--- src/rtl/n_way_mux_pkg.sv ---
// Shared definitions for the n_way_mux_arb channel selector.
//   MODE_FIXED / MODE_RR : values of the mode input
//   rr_first_one()       : rotating first-one search used by the round-robin arbiter
package n_way_mux_pkg;

  localparam logic MODE_FIXED = 1'b0;
  localparam logic MODE_RR    = 1'b1;

  // Upper bound on channel count; the search function works on this fixed width and callers
  // zero-extend their request vectors into it.
  localparam int unsigned MaxChannels = 16;
  localparam int unsigned MaxSelW     = 4;

  typedef struct packed {
    logic               found;
    logic [MaxSelW-1:0] idx;
  } rr_pick_t;

  // Return the first set bit of req[n-1:0], scanning from ptr+1 upward and wrapping modulo n.
  // ptr itself is checked last, so the previous winner has lowest priority.
  function automatic rr_pick_t rr_first_one(input logic [MaxChannels-1:0] req,
                                            input logic [MaxSelW-1:0]     ptr,
                                            input int unsigned            n);
    rr_pick_t           pick;
    logic [MaxSelW-1:0] k;
    pick = '0;
    for (int unsigned off = 1; off <= MaxChannels; off++) begin
      k = MaxSelW'((32'(ptr) + off) % n);
      if (off <= n && !pick.found && req[k]) begin
        pick.found = 1'b1;
        pick.idx   = k;
      end
    end
    return pick;
  endfunction

endpackage

--- src/rtl/rr_arbiter.sv ---
// Combinational round-robin arbiter.
//   req_i       : per-channel request vector
//   ptr_i       : index of the last channel granted (lowest priority this round)
//   gnt_idx_o   : winning channel index, valid only when gnt_valid_o is set
//   gnt_valid_o : at least one request present
module rr_arbiter
  import n_way_mux_pkg::*;
#(
  parameter int unsigned CHANNELS = 4,
  parameter int unsigned SEL_W    = $clog2(CHANNELS)
) (
  input  logic [CHANNELS-1:0] req_i,
  input  logic [SEL_W-1:0]    ptr_i,
  output logic [SEL_W-1:0]    gnt_idx_o,
  output logic                gnt_valid_o
);

  rr_pick_t pick;

  always_comb begin
    pick        = rr_first_one(MaxChannels'(req_i), MaxSelW'(ptr_i), CHANNELS);
    gnt_valid_o = pick.found;
    gnt_idx_o   = SEL_W'(pick.idx);
  end

endmodule

--- src/rtl/n_way_mux_arb.sv ---
// N-channel, WIDTH-bit streaming multiplexer with a registered valid/ready output stage.
// Channel selection is either fixed (sel_i) or round-robin, chosen per cycle by mode_i.
//   clk_i, rst_ni     : clock, asynchronous active-low reset
//   mode_i            : 0 = fixed select, 1 = round-robin
//   sel_i             : channel index used in fixed mode
//   in_valid_i        : per-channel valid
//   in_data_i         : channel k at bits [k*WIDTH +: WIDTH]
//   in_ready_o        : per-channel ready, combinational, only the granted channel can be ready
//   out_valid_o       : output register holds a word
//   out_data_o        : registered data
//   out_chan_o        : channel that supplied out_data_o
//   out_ready_i       : consumer accepts out_data_o
module n_way_mux_arb
  import n_way_mux_pkg::*;
#(
  parameter  int unsigned WIDTH    = 8,
  parameter  int unsigned CHANNELS = 4,
  localparam int unsigned SEL_W    = $clog2(CHANNELS)
) (
  input  logic                      clk_i,
  input  logic                      rst_ni,
  input  logic                      mode_i,
  input  logic [SEL_W-1:0]          sel_i,
  input  logic [CHANNELS-1:0]       in_valid_i,
  input  logic [CHANNELS*WIDTH-1:0] in_data_i,
  output logic [CHANNELS-1:0]       in_ready_o,
  output logic                      out_valid_o,
  output logic [WIDTH-1:0]          out_data_o,
  output logic [SEL_W-1:0]          out_chan_o,
  input  logic                      out_ready_i
);

  if (CHANNELS < 2 || CHANNELS > MaxChannels) begin : g_bad_channels
    $error("n_way_mux_arb: CHANNELS must be in 2..16");
  end

  logic             out_valid_q, out_valid_d;
  logic [WIDTH-1:0] out_data_q, out_data_d;
  logic [SEL_W-1:0] out_chan_q, out_chan_d;
  logic [SEL_W-1:0] ptr_q, ptr_d;

  logic             can_load;
  logic             fix_valid;
  logic             rr_valid;
  logic [SEL_W-1:0] rr_idx;
  logic             gnt_valid;
  logic [SEL_W-1:0] gnt_idx;
  logic             xfer;

  rr_arbiter #(
    .CHANNELS (CHANNELS),
    .SEL_W    (SEL_W)
  ) u_rr_arbiter (
    .req_i       (in_valid_i),
    .ptr_i       (ptr_q),
    .gnt_idx_o   (rr_idx),
    .gnt_valid_o (rr_valid)
  );

  // Pass-through stage: a held word that is being drained frees the register this cycle.
  assign can_load = !out_valid_q || out_ready_i;

  // An out-of-range sel_i (non-power-of-two CHANNELS) simply never grants.
  assign fix_valid = (32'(sel_i) < CHANNELS) && in_valid_i[sel_i];

  always_comb begin
    if (mode_i == MODE_RR) begin
      gnt_valid = rr_valid;
      gnt_idx   = rr_idx;
    end else begin
      gnt_valid = fix_valid;
      gnt_idx   = sel_i;
    end
  end

  assign xfer = gnt_valid && in_valid_i[gnt_idx] && can_load;

  // Gated by rst_ni: during reset out_valid_q is 0, which would otherwise make can_load high.
  always_comb begin
    in_ready_o = '0;
    if (gnt_valid && can_load && rst_ni) begin
      in_ready_o[gnt_idx] = 1'b1;
    end
  end

  always_comb begin
    out_valid_d = out_valid_q;
    out_data_d  = out_data_q;
    out_chan_d  = out_chan_q;
    ptr_d       = ptr_q;
    if (xfer) begin
      out_valid_d = 1'b1;
      out_data_d  = in_data_i[32'(gnt_idx)*WIDTH +: WIDTH];
      out_chan_d  = gnt_idx;
      if (mode_i == MODE_RR) begin
        ptr_d = gnt_idx;
      end
    end else if (out_ready_i) begin
      out_valid_d = 1'b0;
    end
  end

  // ptr resets to the last channel so channel 0 wins the first round-robin grant.
  always_ff @(posedge clk_i or negedge rst_ni) begin
    if (!rst_ni) begin
      out_valid_q <= 1'b0;
      out_data_q  <= '0;
      out_chan_q  <= '0;
      ptr_q       <= SEL_W'(CHANNELS - 1);
    end else begin
      out_valid_q <= out_valid_d;
      out_data_q  <= out_data_d;
      out_chan_q  <= out_chan_d;
      ptr_q       <= ptr_d;
    end
  end

  assign out_valid_o = out_valid_q;
  assign out_data_o  = out_data_q;
  assign out_chan_o  = out_chan_q;

endmodule

--- config.mk ---
export PLATFORM = sky130hd
export DESIGN_NAME = n_way_mux_arb
export DESIGN_NICKNAME = d
export VERILOG_FILES = /design/src/rtl/n_way_mux_pkg.sv /design/src/rtl/rr_arbiter.sv /design/src/rtl/n_way_mux_arb.sv
export SDC_FILE = /design/constraint.sdc
export NUM_CORES = 1
export LEC_CHECK = 0
export BUFFER_PORTS_ARGS = -buffer_cell sky130_fd_sc_hd__buf_2
export CORE_UTILIZATION = 39
export CTS_CLUSTER_SIZE = 12
export DETAILED_ROUTE_END_ITERATION = 7
export GPL_TIMING_DRIVEN = 0
export PLACE_DENSITY_LB_ADDON = 0.05
export REMOVE_ABC_BUFFERS = 1
export SYNTH_ARGS = -nofsm -noshare
export SYNTH_HDL_FRONTEND = slang
export SYNTH_HIERARCHICAL = 1
export SYNTH_SLANG_ARGS = --single-unit
--- constraint.sdc ---
create_clock -name clk_i -period 2 [get_ports clk_i]
set_input_delay 0.4 -clock clk_i [delete_from_list [all_inputs] [get_ports clk_i]]
set_output_delay 0.4 -clock clk_i [all_outputs]
set_load 0.02 [all_outputs]
* Word-level counts from Yosys, hierarchy flattened
Index checks and enable logic that the tools add are counted.
Operators by class: shifts and indexed selects 1, reductions and logical operators 15, add/sub/neg operators 4, multiplexer cells 23, order comparisons 7
Operators with widths (number):
- variable part select 32 x 6 -> 8 bit | 1
- less-than comparator 2 x 5 -> 1 bit, second input constant | 4
- two-way mux 5 bit | 4
- binary-select mux 1 bit (select 2 bit) | 6
- two-way mux 1 bit | 10
- logical AND 1 bit | 8
- less-than comparator 2 x 3 -> 1 bit, second input constant | 2
- adder 2 x 1 -> 2 bit, second input constant | 2
- adder 2 bit, second input constant | 2
- logical NOT 1 bit | 4
- two-way mux 4 bit | 1
- demux 1 bit (select 2 bit) | 1
- >= comparator 2 x 1 -> 1 bit, second input constant | 1
- two-way mux 2 bit | 1
- AND reduction 2 bit | 1
- nonzero test 2 bit | 1
- logical OR 1 bit | 1
Storage, ports and cells: register bits 13, output and inout port bits 15, bits of input ports 42, logic and storage cells 54

* Depth between registers and ports, before layout
Gate-level depths: netlist of run 1.
depth in word-level cells 19, gate-level depth with buffers 9, gate-level depth less buffers 8

* Cells and area by module
The synthesis of run 1 kept the hierarchy.
By module, submodules not included:
- n_way_mux_arb | cells each 100, area each 924.6 um^2, seq. area each 327.8 um^2, times used 1
- rr_arbiter | cells each 14, area each 78.8 um^2, seq. area each 0.0 um^2, times used 1

* Least setup slack after synthesis of run 1
Ideal clock, no wire load.
kind reg2out, start reg ptr_q[0], end out in_ready_o[0], cell stages (with the launch flop) 8, buffers on the path 2, required time 1.600 ns, path slack -0.495 ns, data arrival time 2.095 ns, cell sequence dfstp_2 and2b_1 o21ai_1 o311ai_1 mux2_4 buf_2 buf_2 nor3_1
Between the ends: word-level cells in the longest chain between the ends 19, elaborated cells between the ends (all ways) 32, those cells by class add/sub: 4; order compare: 2; mux: 17; reduce/logical: 9
Ends and longest elaborated chain:
- start: declaration | line n_way_mux_arb.sv:40 | logic [SEL_W-1:0] ptr_q, ptr_d;
- start signal: assignment | line n_way_mux_arb.sv:109 | ptr_q <= SEL_W'(CHANNELS - 1);
- start signal: assignment | line n_way_mux_arb.sv:114 | ptr_q <= ptr_d;
- adder 2 x 1 -> 2 bit | line n_way_mux_pkg.sv:28 | k = MaxSelW'((32'(ptr) + off) % n);
- binary-select mux 1 bit (select 2 bit) | line n_way_mux_pkg.sv:29 | if (off <= n && !pick.found && req[k]) begin
- two-way mux 1 bit (implied by the code) | line n_way_mux_pkg.sv:29
- two-way mux 5 bit | line n_way_mux_pkg.sv:29
- logical NOT 1 bit | line n_way_mux_pkg.sv:29
- logical AND 1 bit | line n_way_mux_pkg.sv:29
- two-way mux 5 bit | line n_way_mux_pkg.sv:29
- logical NOT 1 bit | line n_way_mux_pkg.sv:29
- (+4 left out)
- two-way mux 5 bit * | line n_way_mux_pkg.sv:29
- net rr_idx[0] | line n_way_mux_arb.sv:45 | logic [SEL_W-1:0] rr_idx;
- two-way mux 2 bit * | line n_way_mux_arb.sv:67 | if (mode_i == MODE_RR) begin
- less-than comparator 2 x 3 -> 1 bit (implied by the code) or >= comparator 2 x 1 -> 1 bit (tied branches) | line n_way_mux_arb.sv:82 | in_ready_o[gnt_idx] = 1'b1;
- logical AND 1 bit (implied by the code) | line n_way_mux_arb.sv:82
- two-way mux 1 bit (implied by the code) | line n_way_mux_arb.sv:82
- demux 1 bit (select 2 bit) * | line n_way_mux_arb.sv:82
- two-way mux 4 bit * | line n_way_mux_arb.sv:81 | if (gnt_valid && can_load && rst_ni) begin
- end: declaration | line n_way_mux_arb.sv:26 | output logic [CHANNELS-1:0] in_ready_o,
The timed path passes the listed nets; every way through them passes the cells marked *. The select of a mux whose other input is x is not followed.

* Final worst setup path of run 1
start reg ptr_q[0], end reg out_data_q[5], in the netlist out_data_o[5]
Between the ends: word-level cells in the longest chain between the ends 18, elaborated cells between the ends (all ways) 29, those cells by class add/sub: 4; shift: 1; mux: 16; reduce/logical: 8
Ends and longest elaborated chain:
- adder 2 x 1 -> 2 bit | line n_way_mux_pkg.sv:28
- binary-select mux 1 bit (select 2 bit) | line n_way_mux_pkg.sv:29
- two-way mux 1 bit (implied by the code) | line n_way_mux_pkg.sv:29
- two-way mux 5 bit | line n_way_mux_pkg.sv:29
- logical NOT 1 bit | line n_way_mux_pkg.sv:29
- logical AND 1 bit | line n_way_mux_pkg.sv:29
- two-way mux 5 bit | line n_way_mux_pkg.sv:29
- logical NOT 1 bit | line n_way_mux_pkg.sv:29
- logical AND 1 bit | line n_way_mux_pkg.sv:29
- two-way mux 5 bit | line n_way_mux_pkg.sv:29
- logical NOT 1 bit | line n_way_mux_pkg.sv:29
- logical AND 1 bit | line n_way_mux_pkg.sv:29
- two-way mux 5 bit * | line n_way_mux_pkg.sv:29
- net rr_idx[0] | line n_way_mux_arb.sv:45
- two-way mux 2 bit * | line n_way_mux_arb.sv:67
- parallel branches: the longest is 4 deep, another holds variable part select 32 x 6 -> 8 bit
- end signal: assignment | line n_way_mux_arb.sv:112 | out_data_q <= out_data_d;
- end: declaration | line n_way_mux_arb.sv:38 | logic [WIDTH-1:0] out_data_q, out_data_d;
Mark *: on every way through the listed nets, which the timed path passes. The select of a mux whose other input is x is not followed. A chain may end at the register's enable or synchronous reset.

==> results of run 1 <==
## flip-flops by register name, indices dropped and copies added, names as in the netlist
register	cells
out_valid_o	1
out_data_o	8
ptr_q	2
out_chan_o	2
## cells in the final DEF (no fill, tap or decap), drive strengths merged, types with 4 or more instances in the layout
cell type | synthesis | final
nand2 | 35 | 36
mux2 | 14 | 15
clkbuf | 2 | 4
dfrtp | 11 | 11
nor3 | 4 | 4
and3 | 8 | 8
nor2 | 4 | 4
buf | 5 | 69
a31oi | 8 | 8
mux2i | 6 | 6
## worst max-delay path, stage by stage (launching register included)
cell and delay [ns]:
dfstp_2 0.54, and2b_1 0.19, o21ai_2 0.15, o311ai_4 0.13, mux2_4 0.33, mux2i_1 0.13, mux2i_1 0.16, buf_4 0.21
nand2_4 0.10, mux2_4 0.30
## worst min path at each step
stage,depth (start not counted),slack (ns),end,from
2_1_floorplan,0,0.10,out_chan_o[0]$_DFFE_PN0P_,rst_ni
5_1_grt,1,0.03,out_chan_o[1]$_DFFE_PN0P_,rst_ni
4_1_cts,1,0.007,out_chan_o[1]$_DFFE_PN0P_,rst_ni
3_3_place_gp,1,0.31,out_chan_o[0]$_DFFE_PN0P_,rst_ni
6_report,1,0.009,out_chan_o[1]$_DFFE_PN0P_,rst_ni
3_5_place_dp,1,0.31,out_chan_o[1]$_DFFE_PN0P_,rst_ni
## synthesized netlist by cell type (all sizes together)
cell type	number
nor2	4
a31oi	8
clkbuf	2
nor3	4
and3	8
inv	2
o21ai	2
nand2	35
mux2	14
a21oi	2
and2b	2
o311ai	1
a21o	1
mux2i	6
nand3	1
o22ai	1
mux4	1
nand2b	2
dfstp	2
dfrtp	11
buf	5
## logic make-up after synthesis
kind of cell           Yosys count  synth area share (%)
muxes                           21                 28.05
buffers and inverters            9                 4.863
DFF                             13                 32.67
AOI/OAI and AO/OA               15                 9.601
and+or+nand+nor                 56                 24.81
## power groups by stage
| stage | clock network (µW) | logic [µW] | registers, µW |
|---|---|---|---|
| floorplan | 0 | 536 | 628 |
| global placement | 0 | 935 | 495 |
| detailed placement | 0 | 961 | 491 |
| CTS | 166 | 1200 | 500 |
| global route | 179 | 1320 | 518 |
| finish | 159 | 1230 | 501 |
## repair_timing
item | 4_1_cts | 5_1_grt
pin swaps | 5 | 1
buffers inserted | 9 | 4
gates resized for setup | 24 | 0
endpoints found under the setup margin | 17 | 17
hold buffers | 0 | 0
cloned | 2 | 0
## stage by stage
| stage | power, µW | TNS [ns] | instance area (µm²) | instances | utilization (%) |
|---|---|---|---|---|---|
| global placement | 1430 | -14.69 | 1280 | 193 | 52.14 |
| CTS | 1870 | -4.995 | 1516 | 208 | 61.77 |
| global route | 2013 | -6.618 | 1546 | 212 | 63.00 |
| finish | 1892 | -5.533 | 1546 | 212 | 63.00 |
| detailed placement | 1452 | -14.66 | 1280 | 193 | 52.14 |
| floorplan | 1164 | -6.130 | 962.2 | 107 | - |
## area by class of cell
| cell class | instances | share of cell area [%] |
|---|---|---|
| inverters | 2 | 0.4854 |
| repair buffers | 69 | 25.16 |
| flip-flops and latches | 13 | 21.20 |
| well taps | 30 | 2.427 |
| multi-input cells | 94 | 49.03 |
| clock buffers | 4 | 1.699 |
## metal layers
| layer | routed length (µm) | vias up | track usage (%) |
|---|---|---|---|
| met5 | 0 | - | 0 |
| met4 | 10 | 0 | 7.456 |
| met3 | 132 | 2 | 2.899 |
| met2 | 1505 | 35 | 42.62 |
| met1 | 1398 | 507 | 31.72 |
| li1 | - | 538 | - |
==> key figures, run 1 <==
STA
  • Worst slack on hold paths: 0.009111 ns
  • Post-route fraction of the period consumed by the critical path: 118.0%
  • Post-layout minimum cycle time: 2.361 ns
  • Count of final max-slew check failures: 0
  • Endpoints failing hold: 0
  • Worst-margin pin slew: between 0.3 and 0.4 ns
  • Worst max-slew margin expressed relative to the limit: roughly four fifths
  • Slack of the critical path: -0.3606 ns
  • Setup repair after global routing missed its margin: true
  • Setup Skew: roughly 0.00041 ns
  • Total setup violations reported at the end of the flow: 17
  • F_max: roughly 420 MHz

Min path
  • HP Class: in2async

Synth
  • Biggest area consumer among synthesized cells: dfrtp_1
  • Post-synthesis register bit count: 13
  • Cell count after synthesis: 114
  • Number of synthesis warnings: 6
  • Average cell area after synthesis: 8.802 µm²
  • Synth top area share: between 20% and 30%
  • Sequential area share after synthesis: 32.67%
  • Mapped cell area: approximately 0.001 mm²
  • Number of different library cells in the post-synthesis netlist: 27
  • Largest cells by area after synthesis: dfrtp_1, mux2_4, nand2_1

GRT
  • Pin count of the biggest net entering global routing: 16
  • Number of global-route vias before repair: 1037
  • Number of antenna violations at the first check in global routing: 0
  • Gr usage total: roughly 25%
  • Total congestion overflow: 0
  • First-pass GRT wire length: roughly 4900 µm

Place
  • Pre-CTS setup slack: -1.081 ns
  • Final weighted congestion in routability-driven placement: around 0.78
  • Number of input and output port buffers inserted: 56
  • Final HPWL from detailed placement: roughly 1900 µm

Critical path
  • Worst setup path end: out_data_o[5]$_DFFE_PN0P_
  • Reg-to-reg endpoint: out_data_o[5]$_DFFE_PN0P_
  • Slack of the worst reg-to-reg path: -0.36 ns
  • Setup crit start kind: register
  • CP Data Arrival Time: 2.52 ns
  • Start of the worst register-to-register path: ptr_q[0]$_DFFE_PN1P_
  • Largest fanout on the critical path: 6
  • Worst reg2reg path depth: 9
  • Critical path capture point type: register
  • Critical path data required time: about 2.2 ns
  • Critical Path Start: ptr_q[0]$_DFFE_PN1P_
  • Worst Setup Path Type: reg2reg

Power and ir drop
  • Switch Pwr: just under 800 µW
  • Internal Power: roughly 1100 µW
  • Portion of total power attributed to sequential cells: around a quarter
  • Switching share of power: a little over two fifths
  • P_leak: 0.0008128 µW
  • Combinational fraction of design power: between 60% and 70%
  • Proportion of power drawn by the clock network: 8.4%
  • Power density relative to cell area: 1223 mW/mm²
  • Peak supply drop: 0.6850 mV

Finish
  • Area growth, synth to finish: 54.11%
  • Combined flip-flop and latch cell area: roughly 330 µm²
  • Final nets: ~230
  • Area of the multi-input gates: between 700 and 800 µm²
  • Layout filler cell count: approximately 220
  • Antenna cell count: 0
  • Proportion of layout cells with a drive suffix above 1: a little under three fifths

Floorplan
  • Standard-cell row count: 18
  • X dimension of the die: 52.73 µm
  • Placeable core region: around 0.0025 mm²
  • Area of the die: between 0.002 and 0.003 mm²
  • Height of the die: approximately 53 µm
  • Initial standard-cell utilization of the core: roughly two fifths
  • Num ports: 57

Clock tree
  • Maximum number of buffers from clock root to sink: 2
  • Max H-tree Level: 1
  • Number of buffers created by CTS: 3
  • Number of clock sinks: 13
  • Clock transition at the registers of the reported paths: roughly 0.080 ns
  • TritonCTS clock tree: yes
  • Worst skew pair latency: roughly 0.27 ns
  • CTS Root Cell: clkbuf_4

Run status
  • Status: finished, violations left
  • Violations in the final reports: negative setup slack

Detailed routing
  • DR iter-0 viols: 20
  • Via count: ~1100
  • Detailed-routing iteration count for the pre-antenna-repair pass: 4
  • Remaining antenna violation count: 0
  • Average wire length per cell after detail routing: 14.37 µm
  • Post-DR vias/cell: between 5 and 6
  • Wire length after detailed routing: around 3000 µm
  • Detailed-route DRC error count: 0

Flow run
  • Number of maximum-capacitance constraint violations: 0
Power figures use the tool's default switching activity.
==> run 2, diff against run 1 <==
--- a/config.mk
+++ b/config.mk
@@ -10,8 +10,9 @@
 export CTS_CLUSTER_SIZE = 12
 export DETAILED_ROUTE_END_ITERATION = 7
 export GPL_TIMING_DRIVEN = 0
-export PLACE_DENSITY_LB_ADDON = 0.05
+export PLACE_DENSITY = 0.75
 export REMOVE_ABC_BUFFERS = 1
+export SETUP_SLACK_MARGIN = 0.4
 export SYNTH_ARGS = -nofsm -noshare
 export SYNTH_HDL_FRONTEND = slang
 export SYNTH_HIERARCHICAL = 1
==> key figures, run 2 (same netlist as run 1, synthesis figures left out) <==
STA
  • Worst-margin pin slew: 0.3142 ns (was 0.3071 ns)
  • Total Negative Setup Slacks: -6.779 ns (was -5.533 ns)
  • Endpoints failing hold: 0 (unchanged)
  • Setup repair after global routing missed its margin: true (unchanged)
  • Post-layout minimum cycle time: 2.442 ns (was 2.361 ns)
  • Post-route fraction of the period consumed by the critical path: 122.1% (was 118.0%)
  • Worst max-slew margin expressed relative to the limit: 79.00% (was 79.52%)
  • Total setup violations reported at the end of the flow: 17 (unchanged)
  • Setup Skew: 0.003673 ns (was 0.0004132 ns)
  • F_max: 409.6 MHz (was 423.6 MHz)
  • Slack of the critical path: -0.4416 ns (was -0.3606 ns)
  • Count of final max-slew check failures: 0 (unchanged)

Critical path
  • Setup crit start kind: register (unchanged)
  • Slack of the worst reg-to-reg path: -0.44 ns (was -0.36 ns)
  • Worst Setup Path Type: reg2reg (unchanged)
  • Critical path data required time: 2.19 ns (was 2.16 ns)
  • CP Data Arrival Time: 2.64 ns (was 2.52 ns)
  • Critical path capture point type: register (unchanged)
  • Largest fanout on the critical path: 6 (unchanged)

GRT
  • Pin count of the biggest net entering global routing: 15 (was 16)
  • Number of global-route vias before repair: 1021 (was 1037)
  • Number of antenna violations at the first check in global routing: 0 (unchanged)
  • First-pass GRT wire length: 4629 µm (was 4850 µm)
  • Total congestion overflow: 0 (unchanged)
  • Gr usage total: 23.19% (was 24.65%)

Place
  • Pre-CTS setup slack: -1.043 ns (was -1.081 ns)
  • DP Cell Count: 193 (unchanged)
  • Final HPWL from detailed placement: 1825 µm (was 1872 µm)
  • Number of input and output port buffers inserted: 56 (unchanged)
  • Final weighted congestion in routability-driven placement: 0.7437 (was 0.7754)

Finish
  • Final nets: 223 (was 225)
  • Area growth, synth to finish: 51.37% (was 54.11%)
  • Number of flip-flops under the largest register name: 8 (unchanged)
  • Proportion of layout cells with a drive suffix above 1: 55.56% (was 56.04%)
  • Most common library cell in the layout ignoring fill and taps: buf_2 (unchanged)
  • Commonest cells after routing, fill and taps aside: buf_2, nand2_1, buf_4 (unchanged)
  • Antenna cell count: 0 (unchanged)
  • Number of standard cells in the layout, taps in and fillers out: 210 (was 212)

Floorplan
  • Standard-cell row count: 18 (unchanged)
  • Num ports: 57 (unchanged)
  • X dimension of the die: 52.73 µm (unchanged)
  • Height of the die: 52.73 µm (unchanged)
  • Placeable core region: 0.002455 mm² (unchanged)
  • Initial standard-cell utilization of the core: 40.88% (unchanged)
  • Area of the die: 0.002780 mm² (unchanged)

Clock tree
  • CTS Root Cell: clkbuf_4 (unchanged)
  • Hold_buf cts: 0 (unchanged)
  • TritonCTS clock tree: yes (unchanged)
  • Number of clock sinks: 13 (unchanged)
  • Maximum number of buffers from clock root to sink: 2 (unchanged)
  • Clock transition at the registers of the reported paths: 0.07 ns (was 0.08 ns)
  • Max H-tree Level: 1 (unchanged)
  • Number of buffers created by CTS: 3 (unchanged)
  • Worst skew pair latency: 0.26 ns (was 0.27 ns)

Detailed routing
  • Via count: 1113 (was 1082)
  • Detailed-route DRC error count: 0 (unchanged)
  • Post-DR vias/cell: 5.300 (was 5.104)
  • DR iter-0 viols: 23 (was 20)
  • Average wire length per cell after detail routing: 13.81 µm (was 14.37 µm)
  • Detailed-routing iteration count for the pre-antenna-repair pass: 4 (unchanged)
  • Remaining antenna violation count: 0 (unchanged)
  • Wire length after detailed routing: 2901 µm (was 3047 µm)

Min path
  • HP Class: in2async (unchanged)

Flow run
  • Number of maximum-capacitance constraint violations: 0 (unchanged)

Power and ir drop
  • Power density relative to cell area: 1219 mW/mm² (was 1223 mW/mm²)
  • P_leak: 0.0007942 µW (was 0.0008128 µW)
  • Peak supply drop: 0.6383 mV (was 0.6850 mV)

Run status
  • Violations in the final reports: negative setup slack (unchanged)
  • Status: finished, violations left (unchanged)
[run 2: cell count changes in the layout (fill, tap and decap cells not counted), sizes merged]
cell	change
buf	-2
[run 2: area by class of cell]
class	instances	area, µm²
clock buffer	4	26.28
fill	210	935.9
inverter	2	7.507
multi-input combinational	94	745.7
sequential	13	327.8
tap	30	37.54
timing repair buffer	67	374.1
[run 2: critical path, cell delays in order, from the launching register on]
cell      delay [ns]
dfstp_2         0.54
and2b_1         0.19
o21ai_2         0.17
o311ai_4        0.14
mux2_4          0.34
mux2i_1         0.21
mux2i_1         0.12
buf_4           0.18
nand3_1         0.12
mux2_2          0.35
[run 2: power breakdown]
group	total [µW]	internal, µW	switching, µW
registers	501	413	88.0
logic	1200	591	606
clock network	153	77.1	76.3
total	1850	1080	770
[run 2: timing repair]
item | in CTS | in global routing
pin swaps | 5 | 1
resized for setup | 21 | 0
setup endpoints to repair | 17 | 17
setup buffers | 11 | 0
gates cloned | 2 | 0
[run 2: metrics by stage]
| stage | total power (µW) | util (%) | area [µm²] | hold slack [ns] |
|---|---|---|---|---|
| 6_report | 1852 | 61.88 | 1519 | 0.008124 |
| 5_1_grt | 1970 | 61.88 | 1519 | 0.008980 |
| 4_1_cts | 1841 | 61.88 | 1519 | 0.009701 |
| 3_5_place_dp | 1443 | 52.14 | 1280 | 0.3070 |
| 3_3_place_gp | 1413 | 52.14 | 1280 | 0.3009 |
| 2_1_floorplan | 1164 | - | 962.2 | 0.1044 |
[run 2: layer usage]
layer  GRT usage (%)  vias to the layer above  part of all wire [%]
li1                -                      534                     -
met1           29.57                      535                    44
met2           40.08                       40                    52
met3           3.478                        4                   3.8
met4           6.579                        0                  0.86
met5               0                        -                     0
[run 2: path summary, 6_finish.rpt]
path,startpoint,end,cells past startpoint
worst max-delay path,ptr_q[0]$_DFFE_PN1P_,ptr_q[0]$_DFFE_PN1P_,9
worst min-delay path,rst_ni,out_chan_o[0]$_DFFE_PN0P_,1
worst max register to register,ptr_q[0]$_DFFE_PN1P_,ptr_q[0]$_DFFE_PN1P_,9
worst min register to register,out_data_o[7]$_DFFE_PN0P_,out_data_o[7]$_DFFE_PN0P_,1
max in group asynchronous,rst_ni,ptr_q[1]$_DFFE_PN1P_,1
min in group clk_i,out_ready_i,out_valid_o$_DFFE_PN0P_,2
==> run 3, diff against run 2 <==
--- a/config.mk
+++ b/config.mk
@@ -11,7 +11,6 @@
 export DETAILED_ROUTE_END_ITERATION = 7
 export GPL_TIMING_DRIVEN = 0
 export PLACE_DENSITY = 0.75
-export REMOVE_ABC_BUFFERS = 1
 export SETUP_SLACK_MARGIN = 0.4
 export SYNTH_ARGS = -nofsm -noshare
 export SYNTH_HDL_FRONTEND = slang
==> key figures, run 3 (same netlist as run 1, synthesis figures left out) <==
Floorplan
  • Standard-cell row count: 18 (unchanged)
  • Num ports: 57 (unchanged)
  • Placeable core region: 0.002455 mm² (unchanged)
  • Area of the die: 0.002780 mm² (unchanged)
  • X dimension of the die: 52.73 µm (unchanged)
  • Initial standard-cell utilization of the core: 40.88% (unchanged)
  • Height of the die: 52.73 µm (unchanged)

Finish
  • Design area: 0.001635 mm² (was 0.001519 mm²)
  • Most common library cell in the layout ignoring fill and taps: buf_2 (unchanged)
  • Antenna cell count: 0 (unchanged)
  • Area growth, synth to finish: 62.97% (was 51.37%)
  • Area of the multi-input gates: 708.2 µm² (was 745.7 µm²)
  • Proportion of layout cells with a drive suffix above 1: 57.59% (was 55.56%)
  • Combined flip-flop and latch cell area: 327.8 µm² (unchanged)
  • Number of flip-flops under the largest register name: 8 (unchanged)
  • Commonest cells after routing, fill and taps aside: buf_2, nand2_1, buf_4 (unchanged)
  • Final nets: 234 (was 223)
  • Layout filler cell count: 199 (was 210)

STA
  • Endpoints failing hold: 4 (was 0)
  • Post-layout minimum cycle time: 2.534 ns (was 2.442 ns)
  • Setup repair after global routing missed its margin: true (unchanged)
  • Setup Skew: 0.008834 ns (was 0.003673 ns)
  • Total Negative Setup Slacks: -8.212 ns (was -6.779 ns)
  • Worst slack on hold paths: -0.006108 ns (was 0.008124 ns)
  • Worst max-slew margin expressed relative to the limit: 75.13% (was 79.00%)
  • Slack of the critical path: -0.5337 ns (was -0.4416 ns)
  • Total setup violations reported at the end of the flow: 17 (unchanged)
  • Worst-margin pin slew: 0.3722 ns (was 0.3142 ns)
  • Count of final max-slew check failures: 0 (unchanged)
  • Post-route fraction of the period consumed by the critical path: 126.7% (was 122.1%)
  • F_max: 394.7 MHz (was 409.6 MHz)

Critical path
  • Worst Setup Path Type: reg2out (was reg2reg)
  • Slack of the worst reg-to-reg path: -0.52 ns (was -0.44 ns)
  • CP Data Arrival Time: 2.13 ns (was 2.64 ns)
  • Setup crit start kind: register (unchanged)
  • Largest fanout on the critical path: 8 (was 6)
  • Critical path data required time: 1.60 ns (was 2.19 ns)
  • Reg-to-reg endpoint: out_data_o[0]$_DFFE_PN0P_ (was ptr_q[0]$_DFFE_PN1P_)
  • Critical path capture point type: output port (was register)
  • Worst reg2reg path depth: 10 (was 9)
  • Start of the worst register-to-register path: ptr_q[0]$_DFFE_PN1P_ (unchanged)

Clock tree
  • Max H-tree Level: 1 (unchanged)
  • Maximum number of buffers from clock root to sink: 2 (unchanged)
  • Worst skew pair latency: 0.29 ns (was 0.26 ns)
  • TritonCTS clock tree: yes (unchanged)
  • Number of clock sinks: 13 (unchanged)
  • Number of buffers created by CTS: 3 (unchanged)
  • Clock transition at the registers of the reported paths: 0.09 ns (was 0.07 ns)
  • CTS Root Cell: clkbuf_4 (unchanged)
  • Hold_buf cts: 0 (unchanged)

Flow run
  • Number of maximum-capacitance constraint violations: 0 (unchanged)

Min path
  • HP Class: in2async (unchanged)

Power and ir drop
  • Power density relative to cell area: 1250 mW/mm² (was 1219 mW/mm²)
  • Peak supply drop: 0.7529 mV (was 0.6383 mV)
  • P_leak: 0.0008657 µW (was 0.0007942 µW)

Detailed routing
  • Average wire length per cell after detail routing: 16.18 µm (was 13.81 µm)
  • Via count: 1203 (was 1113)
  • DR iter-0 viols: 25 (was 23)
  • Wire length after detailed routing: 3576 µm (was 2901 µm)
  • Remaining antenna violation count: 0 (unchanged)
  • Post-DR vias/cell: 5.443 (was 5.300)
  • Detailed-route DRC error count: 2 (was 0)
  • Detailed-routing iteration count for the pre-antenna-repair pass: 6 (was 4)

GRT
  • Gr usage total: 25.39% (was 23.19%)
  • Pin count of the biggest net entering global routing: 15 (unchanged)
  • Total congestion overflow: 0 (unchanged)
  • Number of global-route vias before repair: 1139 (was 1021)
  • Number of antenna violations at the first check in global routing: 0 (unchanged)
  • First-pass GRT wire length: 5085 µm (was 4629 µm)

Synth
  • Mapped Nets: about 160

Place
  • Final weighted congestion in routability-driven placement: 0.8161 (was 0.7437)
  • Area after DPL: 0.001388 mm² (was 0.001280 mm²)
  • Final HPWL from detailed placement: 2134 µm (was 1825 µm)
  • Number of input and output port buffers inserted: 55 (was 56)

Run status
  • Status: finished, violations left (unchanged)
  • Violations in the final reports: design-rule violations, negative hold slack, negative setup slack (was negative setup slack)
-- run 3: worst max-delay path by stage --
| stage | startpoint | end |
|---|---|---|
| after floorplan | ptr_q[0]$_DFFE_PN1P_ | out_chan_o[0]$_DFFE_PN0P_ |
| after global placement | in_valid_i[0] | in_ready_o[3] |
| after detailed placement | in_valid_i[0] | in_ready_o[3] |
| after CTS | ptr_q[0]$_DFFE_PN1P_ | in_ready_o[0] |
| after global routing | ptr_q[0]$_DFFE_PN1P_ | in_ready_o[2] |
| final | ptr_q[0]$_DFFE_PN1P_ | in_ready_o[1] |
-- run 3: area by class of cell --
class	instances	area share (%)
clock buffer	4	1.607
buffer	7	4.973
inverter	2	0.4591
sequential	13	20.05
timing repair buffer	73	27.31
tap	30	2.295
multi-input combinational	92	43.31
-- run 3: per-layer routing --
| layer | up-vias | global-route usage (%) | wire [µm] |
|---|---|---|---|
| met4 | 0 | 10.09 | 129 |
| met1 | 575 | 28.32 | 1312 |
| met3 | 13 | 4.348 | 189 |
| met5 | - | 0 | 0 |
| li1 | 558 | - | - |
| met2 | 57 | 46.84 | 1945 |
-- run 3: repair_timing --
item	4_1_cts	5_1_grt
gates cloned	1	0
setup endpoints to repair	17	17
pin swaps	4	2
resized for setup	18	7
setup buffers	9	8
endpoints found under the hold margin	0	0
-- run 3: per-stage QoR --
step                      hold slack, ns  util [%]  cells  setup slack [ns]  total power (µW)
after floorplan                   0.1044         -    114           -0.1837              1266
after global placement            0.3084     56.52    199           -0.3481              1523
after detailed placement          0.3180     56.52    199           -0.3963              1555
after CTS                       0.005602     63.35    213           -0.5246              1891
after global routing            0.005390     66.62    221           -0.5989              2145
final                          -0.006108     66.62    221           -0.5337              2043
-- run 3: critical path: stages, from the launching register on --
cell and delay (ns):
dfstp_2 0.55, and2b_1 0.20, o21ai_2 0.16, o311ai_4 0.12, buf_4 0.15, buf_6 0.11, mux2i_4 0.16, buf_6 0.19
nor3_4 0.06, buf_6 0.14
-- run 3: report_power, final --
part / total, µW / internal, µW / switching, µW
registers: 504 / 413 / 91.4
clock network: 178 / 77.7 / 100
logic: 1360 / 700 / 661
